<file path="src/rtl/vend_fsm_param_pkg.sv">
// Shared types and constants for the parametrised vending controller.
package vend_pkg;

  typedef enum logic [1:0] {
    IDLE   = 2'd0,
    VEND   = 2'd1,
    PAYOUT = 2'd2
  } state_t;

  localparam int unsigned NICKEL   = 1;
  localparam int unsigned DIME     = 2;
  localparam int unsigned QUARTER  = 5;
  localparam int unsigned MAX_PROD = 8;

  // Index of the lowest set bit; lowest product number wins a multi-select.
  function automatic logic [2:0] first_set(input logic [MAX_PROD-1:0] v);
    logic [2:0] idx;
    idx = '0;
    for (int i = MAX_PROD - 1; i >= 0; i--) begin
      if (v[i]) idx = 3'(i);
    end
    return idx;
  endfunction

endpackage

</file>
<file path="src/rtl/vend_fsm_param_if.sv">
// Coin/select inputs and dispenser/status outputs of the vending controller.
interface vend_fsm_param_if #(
  parameter int unsigned NUM_PROD = 2,
  parameter int unsigned CW       = 5
);
  logic                ni;
  logic                di;
  logic                qu;
  logic [NUM_PROD-1:0] sel;
  logic                cancel;
  logic [NUM_PROD-1:0] give;
  logic                change;
  logic                coin_reject;
  logic [CW-1:0]       credit;
  logic                busy;

  modport master (
    output ni, di, qu, sel, cancel,
    input  give, change, coin_reject, credit, busy
  );

  modport slave (
    input  ni, di, qu, sel, cancel,
    output give, change, coin_reject, credit, busy
  );
endinterface

</file>
<file path="src/rtl/vend_fsm_param_change_pulser.sv">
// Nickel payout timer: CHG_HI cycles high, CHG_LO low, repeating while count is nonzero.
module change_pulser #(
  parameter int unsigned CW     = 5,
  parameter int unsigned CHG_HI = 2,
  parameter int unsigned CHG_LO = 1
) (
  input  logic          clk,
  input  logic          rst,
  input  logic          start,
  input  logic [CW-1:0] count,
  output logic          change,
  output logic          dec,
  output logic          done
);

  localparam int unsigned CMAX  = (CHG_HI > CHG_LO) ? CHG_HI : CHG_LO;
  localparam int unsigned CNT_W = $clog2(CMAX + 1);

  logic             running;
  logic [CNT_W-1:0] cnt;
  logic             hi_end;
  logic             lo_end;

  assign hi_end = (cnt == CNT_W'(CHG_HI - 1));
  assign lo_end = (cnt == CNT_W'(CHG_LO - 1));

  // dec lands on the edge where change falls; count is then already reduced
  assign dec  = running && change && hi_end;
  assign done = running && !change && lo_end && (count == '0);

  always_ff @(posedge clk) begin
    if (rst) begin
      running <= 1'b0;
      change  <= 1'b0;
      cnt     <= '0;
    end else if (start) begin
      running <= 1'b1;
      change  <= 1'b1;
      cnt     <= '0;
    end else if (running) begin
      if (change) begin
        if (hi_end) begin
          change <= 1'b0;
          cnt    <= '0;
        end else begin
          cnt <= cnt + CNT_W'(1);
        end
      end else if (lo_end) begin
        cnt <= '0;
        if (count == '0) running <= 1'b0;
        else             change  <= 1'b1;
      end else begin
        cnt <= cnt + CNT_W'(1);
      end
    end
  end

endmodule

</file>
<file path="src/rtl/vend_fsm_param.sv">
// Vending controller: coin credit up to a ceiling, one-hot vend, timed nickel change/refund.
module vend_fsm_param
  import vend_pkg::*;
#(
  parameter int unsigned NUM_PROD   = 2,
  parameter int unsigned PRICE      = 9,
  parameter int unsigned MAX_CREDIT = 13,
  parameter int unsigned CW         = 5,
  parameter int unsigned CHG_HI     = 2,
  parameter int unsigned CHG_LO     = 1
) (
  input logic              CLK,
  input logic              rst,
  vend_fsm_param_if.slave  bus
);

  state_t              state, state_n;
  logic [CW-1:0]       credit, credit_n;
  logic [NUM_PROD-1:0] give_q, give_n;
  logic                rej_q, rej_n;
  logic                busy_q, busy_n;
  logic [CW-1:0]       coin_val;
  logic [CW-1:0]       sum;
  logic [2:0]          sel_idx;
  logic                coin_any, coin_multi, afford;
  logic                start, dec, done, chg;

  // Coin decode: quarter over dime over nickel; losers count as rejected
  assign coin_any   = bus.ni | bus.di | bus.qu;
  assign coin_multi = (bus.qu & (bus.di | bus.ni)) | (bus.di & bus.ni);
  assign coin_val   = bus.qu ? CW'(QUARTER) : bus.di ? CW'(DIME) : bus.ni ? CW'(NICKEL) : '0;
  assign sum        = credit + coin_val;
  assign sel_idx    = first_set(MAX_PROD'(bus.sel));
  assign afford     = (|bus.sel) && (credit >= CW'(PRICE));

  always_comb begin
    state_n  = state;
    credit_n = credit;
    give_n   = '0;
    rej_n    = 1'b0;
    case (state)
      IDLE: begin
        if (afford) begin
          give_n   = NUM_PROD'(1) << sel_idx;
          credit_n = credit - CW'(PRICE);
          state_n  = VEND;
          rej_n    = coin_any;
        end else begin
          if (coin_any) begin
            if (sum <= CW'(MAX_CREDIT)) begin
              credit_n = sum;
              rej_n    = coin_multi;
            end else begin
              rej_n = 1'b1;
            end
          end
          if (bus.cancel && credit != '0) state_n = PAYOUT;
        end
      end
      VEND: begin
        rej_n   = coin_any;
        state_n = (credit != '0) ? PAYOUT : IDLE;
      end
      PAYOUT: begin
        rej_n = coin_any;
        if (dec)  credit_n = credit - CW'(1);
        if (done) state_n  = IDLE;
      end
      default: begin
        state_n  = IDLE;
        credit_n = '0;
      end
    endcase
    busy_n = (state_n != IDLE);
    start  = (state_n == PAYOUT) && (state != PAYOUT);
  end

  always_ff @(posedge CLK) begin
    if (rst) begin
      state  <= IDLE;
      credit <= '0;
      give_q <= '0;
      rej_q  <= 1'b0;
      busy_q <= 1'b0;
    end else begin
      state  <= state_n;
      credit <= credit_n;
      give_q <= give_n;
      rej_q  <= rej_n;
      busy_q <= busy_n;
    end
  end

  change_pulser #(
    .CW     (CW),
    .CHG_HI (CHG_HI),
    .CHG_LO (CHG_LO)
  ) u_pulser (
    .clk    (CLK),
    .rst    (rst),
    .start  (start),
    .count  (credit),
    .change (chg),
    .dec    (dec),
    .done   (done)
  );

  assign bus.give        = give_q;
  assign bus.change      = chg;
  assign bus.coin_reject = rej_q;
  assign bus.credit      = credit;
  assign bus.busy        = busy_q;

endmodule

</file>
<file path="src/flat_wrapper.sv">
// flat-port wrapper written by rule: the top's interface ports become plain ports
module vend_fsm_param_flat import vend_pkg::*;
#(
  parameter int unsigned NUM_PROD   = 2,
  parameter int unsigned PRICE      = 9,
  parameter int unsigned MAX_CREDIT = 13,
  parameter int unsigned CW         = 5,
  parameter int unsigned CHG_HI     = 2,
  parameter int unsigned CHG_LO     = 1
)
  (CLK, rst, bus_ni, bus_di, bus_qu, bus_sel, bus_cancel, bus_give, bus_change, bus_coin_reject, bus_credit, bus_busy);
  vend_fsm_param_if #(.NUM_PROD(NUM_PROD), .CW(CW)) bus_i ();
  input logic CLK;
  input logic rst;
  input wire logic [$bits(bus_i.ni)-1:0] bus_ni;
  input wire logic [$bits(bus_i.di)-1:0] bus_di;
  input wire logic [$bits(bus_i.qu)-1:0] bus_qu;
  input wire logic [$bits(bus_i.sel)-1:0] bus_sel;
  input wire logic [$bits(bus_i.cancel)-1:0] bus_cancel;
  output wire logic [$bits(bus_i.give)-1:0] bus_give;
  output wire logic [$bits(bus_i.change)-1:0] bus_change;
  output wire logic [$bits(bus_i.coin_reject)-1:0] bus_coin_reject;
  output wire logic [$bits(bus_i.credit)-1:0] bus_credit;
  output wire logic [$bits(bus_i.busy)-1:0] bus_busy;
  assign bus_i.ni = bus_ni;
  assign bus_i.di = bus_di;
  assign bus_i.qu = bus_qu;
  assign bus_i.sel = bus_sel;
  assign bus_i.cancel = bus_cancel;
  assign bus_give = bus_i.give;
  assign bus_change = bus_i.change;
  assign bus_coin_reject = bus_i.coin_reject;
  assign bus_credit = bus_i.credit;
  assign bus_busy = bus_i.busy;
  vend_fsm_param #(.NUM_PROD(NUM_PROD), .PRICE(PRICE), .MAX_CREDIT(MAX_CREDIT), .CW(CW), .CHG_HI(CHG_HI), .CHG_LO(CHG_LO)) u_core (.CLK(CLK), .rst(rst), .bus(bus_i));
endmodule
</file>
<file path="config.mk">
export PLATFORM = sky130hd
export DESIGN_NAME = vend_fsm_param_flat
export DESIGN_NICKNAME = d
export VERILOG_FILES = /design/src/rtl/vend_fsm_param_pkg.sv /design/src/rtl/vend_fsm_param_if.sv /design/src/rtl/vend_fsm_param_change_pulser.sv /design/src/rtl/vend_fsm_param.sv /design/src/flat_wrapper.sv
export SDC_FILE = /design/constraint.sdc
export NUM_CORES = 1
export LEC_CHECK = 0
export ABC_AREA = 1
export BUFFER_PORTS_ARGS = -buffer_cell sky130_fd_sc_hd__buf_2
export CAP_MARGIN = 20
export CORE_MARGIN = 3
export CORE_UTILIZATION = 61
export CTS_CLUSTER_SIZE = 24
export DETAILED_ROUTE_END_ITERATION = 16
export PLACE_DENSITY = 0.86
export SYNTH_ARGS = -nofsm -noshare
export SYNTH_HDL_FRONTEND = slang
export SYNTH_HIERARCHICAL = 1
export SYNTH_SLANG_ARGS = --single-unit
</file>
<file path="constraint.sdc">
create_clock -name CLK -period 5.68 [get_ports CLK]
set_input_delay 1.136 -clock CLK [delete_from_list [all_inputs] [get_ports CLK]]
set_output_delay 1.136 -clock CLK [all_outputs]
set_load 0.005 [all_outputs]
</file>
## Word-level counts from Yosys, hierarchy flattened

Index checks and enable logic that the tools add are counted.

- Bits in registers: 15
- Bits in latches: 0
- Bits in writable memories: 0
- ROM bits: 0
- Word-level logic and storage cells: 83
- Memories kept: 0

- Add/sub/neg operators: 4
- $mul: 0
- Div/mod/pow operators: 0
- Order comparisons: 2
- Eq/ne operators: 8
- Shift-type cells: 1
- Mux-type cells: 32
- Bitwise logic cells: 8
- Reduce and logical (&&, ||, !) cells: 20

Operators by type and width:

| kind | count |
|---|---|
| two-way mux 5 bit | 6 |
| two-way mux 1 bit | 16 |
| one-hot mux 5 bit (3 select lines) | 1 |
| two-way mux 2 bit | 7 |
| logical AND 1 bit | 8 |
| inequality test 3 x 1 -> 1 bit, second input constant | 2 |
| one-hot mux 2 bit (3 select lines) | 1 |
| OR reduction 2 bit | 3 |
| adder 5 bit | 1 |
| >= comparator 5 x 4 -> 1 bit, second input constant | 1 |
| <= comparator 5 x 4 -> 1 bit, second input constant | 1 |
| logical NOT 5 bit | 1 |
| nonzero test 5 bit | 1 |
| subtractor 5 x 1 -> 5 bit, second input constant | 1 |
| subtractor 5 x 4 -> 5 bit, second input constant | 1 |
| == test 2 x 1 -> 1 bit, second input constant | 2 |
| == test 2 bit, second input constant | 2 |
| logical NOT 2 bit | 2 |
| AND reduction 4 bit | 1 |
| nonzero test 2 bit | 2 |
| NOT 1 bit | 3 |
| OR 1 bit | 3 |
| OR reduction 3 bit | 1 |
| adder 2 x 1 -> 2 bit, second input constant | 1 |
| 6 further kinds | 7 |

## Logic depth before layout (Yosys ltp)

Gate-level depths: netlist of the first run.

- Depth in word-level cells: 9
- Gate-level depth with buffers: 16
- Depth with buffers taken out: 16

## Hierarchy

Netlist of the first run, hierarchy kept.

By module, submodules not included:

| module | times used | cells each | area an instance (µm²) | seq. area each (µm²) |
|---|---|---|---|---|
| vend_fsm_param | 1 | 154 | 1013.5 | 220.2 |
| change_pulser | 1 | 39 | 259.0 | 80.1 |

## Worst setup path before layout of the first run

OpenSTA, ideal clock, no wires.

- Kind: input port to flip-flop
- Start point: input port bus_di
- End point: register u_core.credit[0] (netlist: u_core/bus.credit[0])
- Setup time: 114 ps
- Arrival time: 2690 ps
- Data required time: 5566 ps
- Path slack: 2876 ps
- Stages: 15
- Buffers on the path: 0
- Cells stage by stage: inv_1 > nor2_1 > nor2_1 > ha_1 > fa_1 > nand2_1 > nand2_1 > nand2_1 > nand2_1 > nand2_1 > nand2_1 > nand2_2 > nand3_4 > nor2_1 > nor2_2

- Cells in the longest elaborated chain, start to end: 7

Ends and longest elaborated chain:

| what | line | RTL |
|---|---|---|
| from (decl) | flat_wrapper.sv:16 | `input wire logic [$bits(bus_i.di)-1:0] bus_di;` |
| parallel branches: the longest is 7 deep, another holds adder 5 bit | -- |  |
| to (signal assigned) | vend_fsm_param.sv:87 | `credit <= credit_n;` |
| to (decl) | vend_fsm_param.sv:18 | `logic [CW-1:0] credit, credit_n;` |

Parallel ways; which one is timed is not known. The select of a mux whose other input is x is not followed.
A chain may end at the register's enable or synchronous reset.

## Worst setup path after layout of the first run

- Start point: input port bus_qu
- End point: register u_core.credit[4] (netlist: u_core/bus.credit[4])

- Cells in the longest elaborated chain, start to end: 6

Ends and longest elaborated chain:

| what | line | RTL |
|---|---|---|
| from (decl) | flat_wrapper.sv:17 | `input wire logic [$bits(bus_i.qu)-1:0] bus_qu;` |
| parallel branches: the longest is 6 deep, another holds adder 5 bit | -- |  |

Parallel ways; which one is timed is not known. The select of a mux whose other input is x is not followed.

==> results.yml, run 1 <==
routing:
  dr.first_iter.drc_count: 57
  routedWlPerCell_um: 11.93
  drc: 0
  routed-via-count: 1293
  viasPerCell: 5.433
  routed_wl_um: 2840
  ant_nets: 0
  first_pass_iters: 5
floorplan:
  dieArea_sq_mm: 0.002670
  fp.dieW_um: 51.67
  io_pins: 18
  fp-row-count: 15
  die_h_um: 51.67
  fp.coreArea_sq_mm: 0.001839
  initial_core_util_pct: 69.18
timing:
  fin_skew_ns: 0.001323
  fin_tns_setup_ns: 0
  slew_viol_final: 0
  rsz0062_at_grt: "no"
  worst_slew_pin_slew_ns: 0.3910
  layout_min_cycle_time_ns: 2.827
  whs_ns: 0.5218
  period_share_pct: 49.78
  hold_viol_final: 0
  slew_headroom_pct: 73.90
  finalSetupViolations: 0
  timing.fmax_mhz: 353.7
clock_network:
  cts.sinks: 15
  htree_levels: 1
  cts.clk_slew.worst_paths_ns: 0.10
  ctsResizeCount: 0
  ctsHoldBuffers: 0
  clock_latency_ns: 0.29
  cts_buffers: 3
  cts-root-buf: "clkbuf_4"
  ctsLongestPathBuffers: 2
  cts_tree: "done"
  post_cts_buffers: 0
run:
  cap_violations: 0
setup_path:
  worstPathMaxFanout: 10
  startpoint_type: "input pin"
  cp_common_cell: "nand2_1"
  slowest_delay_ns: 0.38
  cp_cell_sequence: "buf_2 > nor2_1 > nor2_1 > ha_1 > fa_1 > nand2_1 > nand2_1 > nand2_1 > nand2_1 > nand2_1 > nand2_1 > nand2_2 > nand3_4 > nor2_1 > nor2_2"
  critPathKind: "input pin to register"
  required_ns: 5.87
  path_delay_family: "simple AND/OR/NAND/NOR gates"
  worst-path-buf-inv: 1
  endpoint_kind: "register"
  crit_arrival_ns: 3.02
  crit_path_top_delay_cell: "fa_1"
final_layout:
  nNetsFinal: 236
  area_growth_pct: 10.42
  n_antenna_cell: 0
  drive_gt1_share_pct: 21.60
  finish.utilization_pct: 76.39
  num-fill-cells: 163
  fin_area_sq_mm: 0.001405
placement:
  io_buffers: 17
  hpwl_um: 2295
  gp_congestion: 0.8828
  place_area_sq_mm: 0.001378
worst_hold_path:
  hold_path_class: "register to register"
logic_synthesis:
  syn_area_sq_mm: 0.001272
  yosysMostFrequentCell: "nand2_1"
  synth_ff_type: "dfxtp_1"
  netlist.top_cell.by_area: "dfxtp_1"
  async_flop_share_pct: 0
  ys_seq_area_share_pct: 23.60
  synth.distinct_cells: 26
  synthesis.nets: 215
  synth_area_per_cell_sq_um: 6.593
  synth_area_leaders: "dfxtp_1 (24%), nand2_1 (14%), ha_1 (13%), inv_1 (7.1%), nor2_1 (6.8%)"
  synth.top_cell.area_share_pct: 23.60
  synth_cells: 193
  yosys_warnings: 6
  ys_seq_elements: 15
  synth_edf_count: 0
  synth_common_cells: "nand2_1 (49), inv_1 (24), nor2_1 (23)"
grt:
  grt_antenna_before_repair: 0
  grt_max_degree: 12
  grt_util_all_layers_pct: 25.09
  grt_pass1_vias: 1231
  grt_pass1_wl_um: 5057
  grt_overflow: 0
run_status:
  status: "finished, final reports clean"
pwr:
  p_per_area_mw_per_mm2: 586.5
  leakage_nw: 0.7548
  irDropWorstVdd_v: 0.0003622
[state kept, by name (all words and copies together) (netlist names)]
| name | cells |
|---|---|
| u_core/bus.coin_reject | 1 |
| u_core/state | 2 |
| u_core/u_pulser/change | 1 |
| u_core/bus.credit | 5 |
| u_core/bus.busy | 1 |
| u_core/u_pulser/cnt | 2 |
| u_core/bus.give | 2 |
| u_core/u_pulser/running | 1 |
[through the flow]
stage                     setup slack (ns)  power, mW  cells
after floorplan                      2.876     0.6292    193
after global placement               2.652     0.7297    234
after detailed placement             2.558     0.7492    234
after CTS                            2.863     0.8163    238
after global routing                 2.603     0.9159    238
final                                2.853     0.8241    238
[kinds of logic after synthesis]
family	count (synthesis)	share of synthesized area, %
AOI/OAI and AO/OA	21	10.03
DFF	15	23.60
xor gates and xnor gates	2	1.377
buffers and inverters	30	9.440
and+or+nand+nor	111	41.20
adders and majority gates	14	14.36
[worst register-to-register path, cell delays in order (launching register included)]
cell,delay (ns)
dfxtp_1,0.49
inv_1,0.14
ha_1,0.20
nand2_1,0.07
nand2_1,0.06
nand2_2,0.08
nand2_4,0.08
nand2_4,0.09
nand2_2,0.09
o21ai_2,0.15
nand2_1,0.09
nor3_2,0.20
nor2_1,0.12
o21ai_0,0.09
a21oi_1,0.06
[cells in the final DEF, fill, tap and decap left out]
cell type  synthesis  layout
a22oi_1            1       1
a21oi_1           10      10
nand3_4            1       1
inv_2              5       5
o21ai_1            2       2
dfxtp_1           15      15
clkinv_2           0       1
nor2_2             7       7
nor2_1            23      23
nand4_1            3       3
nand3_1           15      15
nand2_2            5       5
o21bai_1           1       1
xor2_1             2       2
o21ai_2            1       1
nor3_1             3       3
inv_1             24      24
nand2_1           49      49
o211ai_1           1       1
a21oi_4            1       1
clkbuf_4           0       3
nor3_2             1       1
nand2_4            2       2
nand3_2            2       2
o21ai_0            4       4
fa_1               1       1
buf_2              0      17
ha_1              13      13
[where the power goes]
part           total, mW  internal, mW  leakage (nW)  switching [mW]
logic              0.566         0.208         0.613           0.358
clock network     0.0634        0.0262        0.0177          0.0372
registers          0.195         0.144         0.124          0.0506
[per-layer routing]
layer	global-route usage [%]	up-vias	share of wire, %
met2	39.19	70	44
met4	14.41	0	2.5
met3	4.011	8	9.2
met1	32.51	560	44
met5	0	-	0
li1	-	655	-
[layout make-up]
type	instances	area, sq um	share of cell area [%]
clock buffers	3	22.52	1.603
clock inverters	1	5.005	0.3562
inverters	29	108.9	7.747
multi-input cells	148	852.1	60.64
flip-flops and latches	15	300.3	21.37
well taps	25	31.28	2.226
repair buffers	17	85.08	6.055
[worst paths after layout]
path                               start                endpoint  slack, ns  cells after the start
setup / recovery                  bus_qu    u_core/bus.credit[4]       2.85                     15
hold / removal    u_core/u_pulser/cnt[1]  u_core/u_pulser/cnt[1]       0.52                      2
hold reg to reg   u_core/u_pulser/cnt[1]  u_core/u_pulser/cnt[1]       0.52                      2
setup reg to reg    u_core/bus.credit[1]  u_core/u_pulser/cnt[0]       3.57                     14
No activity file was read; power rests on OpenSTA's default activity.
==> run 2, diff against run 1 <==
Settings changed: CORE_UTILIZATION 61 to 51, PLACE_DENSITY 0.86 to 0.77.
Clock period 5.68 ns to 2.3 ns, I/O delays scaled along.
==> results.yml, run 2 (synthesis gave the netlist of run 1 again) <==
run_status:
  status: "finished, final reports clean"
worst_hold_path:
  min_from: "bus_sel[0]"
  worstHoldPathCells: 2
  worst_hold_path.endpoint: "u_core/bus.give[1]"
  hold_path_class: "input pin to register"
setup_path:
  rrSetupSlack_ns: 0.34
  endpoint_kind: "register"
  cp_cell_sequence: "buf_2 > nor2_1 > nor2_1 > ha_1 > fa_1 > nand2_1 > nand2_1 > nand2_1 > nand2_1 > nand2_1 > nand2_1 > nand2_2 > nand3_4 > nor2_1 > nor2_2"
  reg2regPathDepth: 12
  path_delay_family: "simple AND/OR/NAND/NOR gates"
  crit_path_top_delay_cell: "fa_1"
  cp_common_cell: "nand2_1"
  timing.rr.end: "u_core/bus.credit[4]"
  worstPathMaxFanout: 10
  critPathKind: "input pin to register"
  required_ns: 2.49
  regToRegStartpoint: "u_core/bus.credit[0]"
  crit_arrival_ns: 2.24
  worst-path-buf-inv: 1
  slowest_delay_ns: 0.38
  startpoint_type: "input pin"
final_layout:
  fin_area_sq_mm: 0.001418
  area_growth_pct: 11.41
  largest_reg_flops: 5
  final_common_cell: "nand2_1"
  layout_common_cells: "nand2_1 (49), inv_1 (24), nor2_1 (23)"
  num-fill-cells: 227
  final_cells: 242
  largest-register: "u_core/bus.credit"
  n_antenna_cell: 0
  nNetsFinal: 237
  drive_gt1_share_pct: 22.43
  regArea_sq_um: 301.5
  multiInputGateArea_sq_um: 852.1
timing:
  slew_headroom_pct: 73.44
  fin_skew_ns: 0.001117
  slew_viol_final: 0
  whs_ns: 0.3491
  layout_min_cycle_time_ns: 2.051
  finalSetupViolations: 0
  worst_slew_pin_slew_ns: 0.3979
  hold_viol_final: 0
  rsz0062_at_grt: "no"
  timing.fmax_mhz: 487.5
  period_share_pct: 89.19
  finalWorstSetupSlack_ns: 0.2487
floorplan:
  fp.dieW_um: 55.95
  io_pins: 18
  fp-row-count: 17
  fp.coreArea_sq_mm: 0.002297
  dieArea_sq_mm: 0.003130
  initial_core_util_pct: 55.39
  die_h_um: 55.95
grt:
  grt_util_all_layers_pct: 19.88
  grt_pass1_vias: 1197
  grt_antenna_before_repair: 0
  grt_overflow: 0
  grt_max_degree: 12
  grt_pass1_wl_um: 5112
routing:
  routedWlPerCell_um: 12.26
  ant_nets: 0
  routed-via-count: 1268
  first_pass_iters: 4
  dr.first_iter.drc_count: 50
  drc: 0
  routed_wl_um: 2967
  viasPerCell: 5.240
placement:
  dp_slack_ns: -0.04645
  place_area_sq_mm: 0.001389
  io_buffers: 17
  dp.cells: 238
  hpwl_um: 2322
  gp_congestion: 0.9171
run:
  cap_violations: 0
pwr:
  p_per_area_mw_per_mm2: 1435
  irDropWorstVdd_v: 0.0008239
  leakage_nw: 0.7602
  total_power_mw: 2.034
clock_network:
  ctsHoldBuffers: 0
  ctsLongestPathBuffers: 2
  cts-root-buf: "clkbuf_4"
  cts.clk_slew.worst_paths_ns: 0.10
  cts_tree: "done"
  cts_buffers: 3
  cts.sinks: 15
  htree_levels: 1
  post_cts_buffers: 0
  clock_latency_ns: 0.28
-- run 2: changes by cell type in the layout (fill, tap and decap cells not counted) --
cell and delta:
buf_4 +1, dfxtp_1 -1, dfxtp_2 +1
-- run 2: cell type report --
type                       instances  area share (%)
clock inverter                     1          0.3530
timing repair buffer              18           6.531
inverter                          29           7.679
clock buffer                       3           1.589
sequential                        15           21.27
multi-input combinational        148           60.11
tap                               28           2.471
-- run 2: what timing repair did --
action | 4_1_cts | 5_1_grt
resized for setup | 0 | 1
setup endpoints to repair | 0 | 2
endpoints found under the hold margin | 0 | 0
-- run 2: stage by stage --
| stage | utilization (%) | setup TNS (ns) |
|---|---|---|
| 6_report | 61.71 | 0 |
| 5_1_grt | 61.71 | 0 |
| 4_1_cts | 61.66 | 0 |
| 3_5_place_dp | 60.46 | -0.1987 |
| 3_3_place_gp | 60.46 | 0 |
| 2_1_floorplan | - | 0 |
-- run 2: how the worst max path moves through the flow --
stage / startpoint / end / slack (ns) / cells after the start
global placement: bus_qu / u_core/bus.credit[4] / 0.05 / 14
global route: bus_di / u_core/bus.credit[2] / 0.06 / 17
floorplan: bus_di / u_core/bus.credit[0] / 0.17 / 15
CTS: u_core/bus.credit[1] / u_core/u_pulser/cnt[1] / 0.22 / 14
finish: bus_qu / u_core/bus.credit[4] / 0.25 / 15
detailed placement: bus_qu / u_core/bus.credit[4] / -0.05 / 15
-- run 2: metal layers --
layer  track usage, %  vias to the layer above  share of wire, %
met5                0                        -                 0
met4            5.763                        0              0.34
met3            3.248                        2               8.3
met2            33.61                       45                48
met1            25.91                      563                44
li1                 -                      658                 -
-- run 2: worst register-to-register path, cell delays in order (launching register included) --
cell and delay [ns]:
dfxtp_1 0.39, ha_1 0.25, fa_1 0.38, nand2_1 0.10
nand2_1 0.07, nand2_1 0.06, nand2_1 0.07, nand2_1 0.06
nand2_1 0.08, nand2_2 0.09, nand3_4 0.12, nor2_1 0.16
nor2_2 0.05
-- run 2: report_power, final --
part | leakage, nW | internal, mW | total, mW | switching (mW)
sequential | 0.124 | 0.357 | 0.485 | 0.128
combinational | 0.619 | 0.514 | 1.39 | 0.875
clock | 0.0177 | 0.0645 | 0.160 | 0.0953
total | 0.760 | 0.936 | 2.03 | 1.10
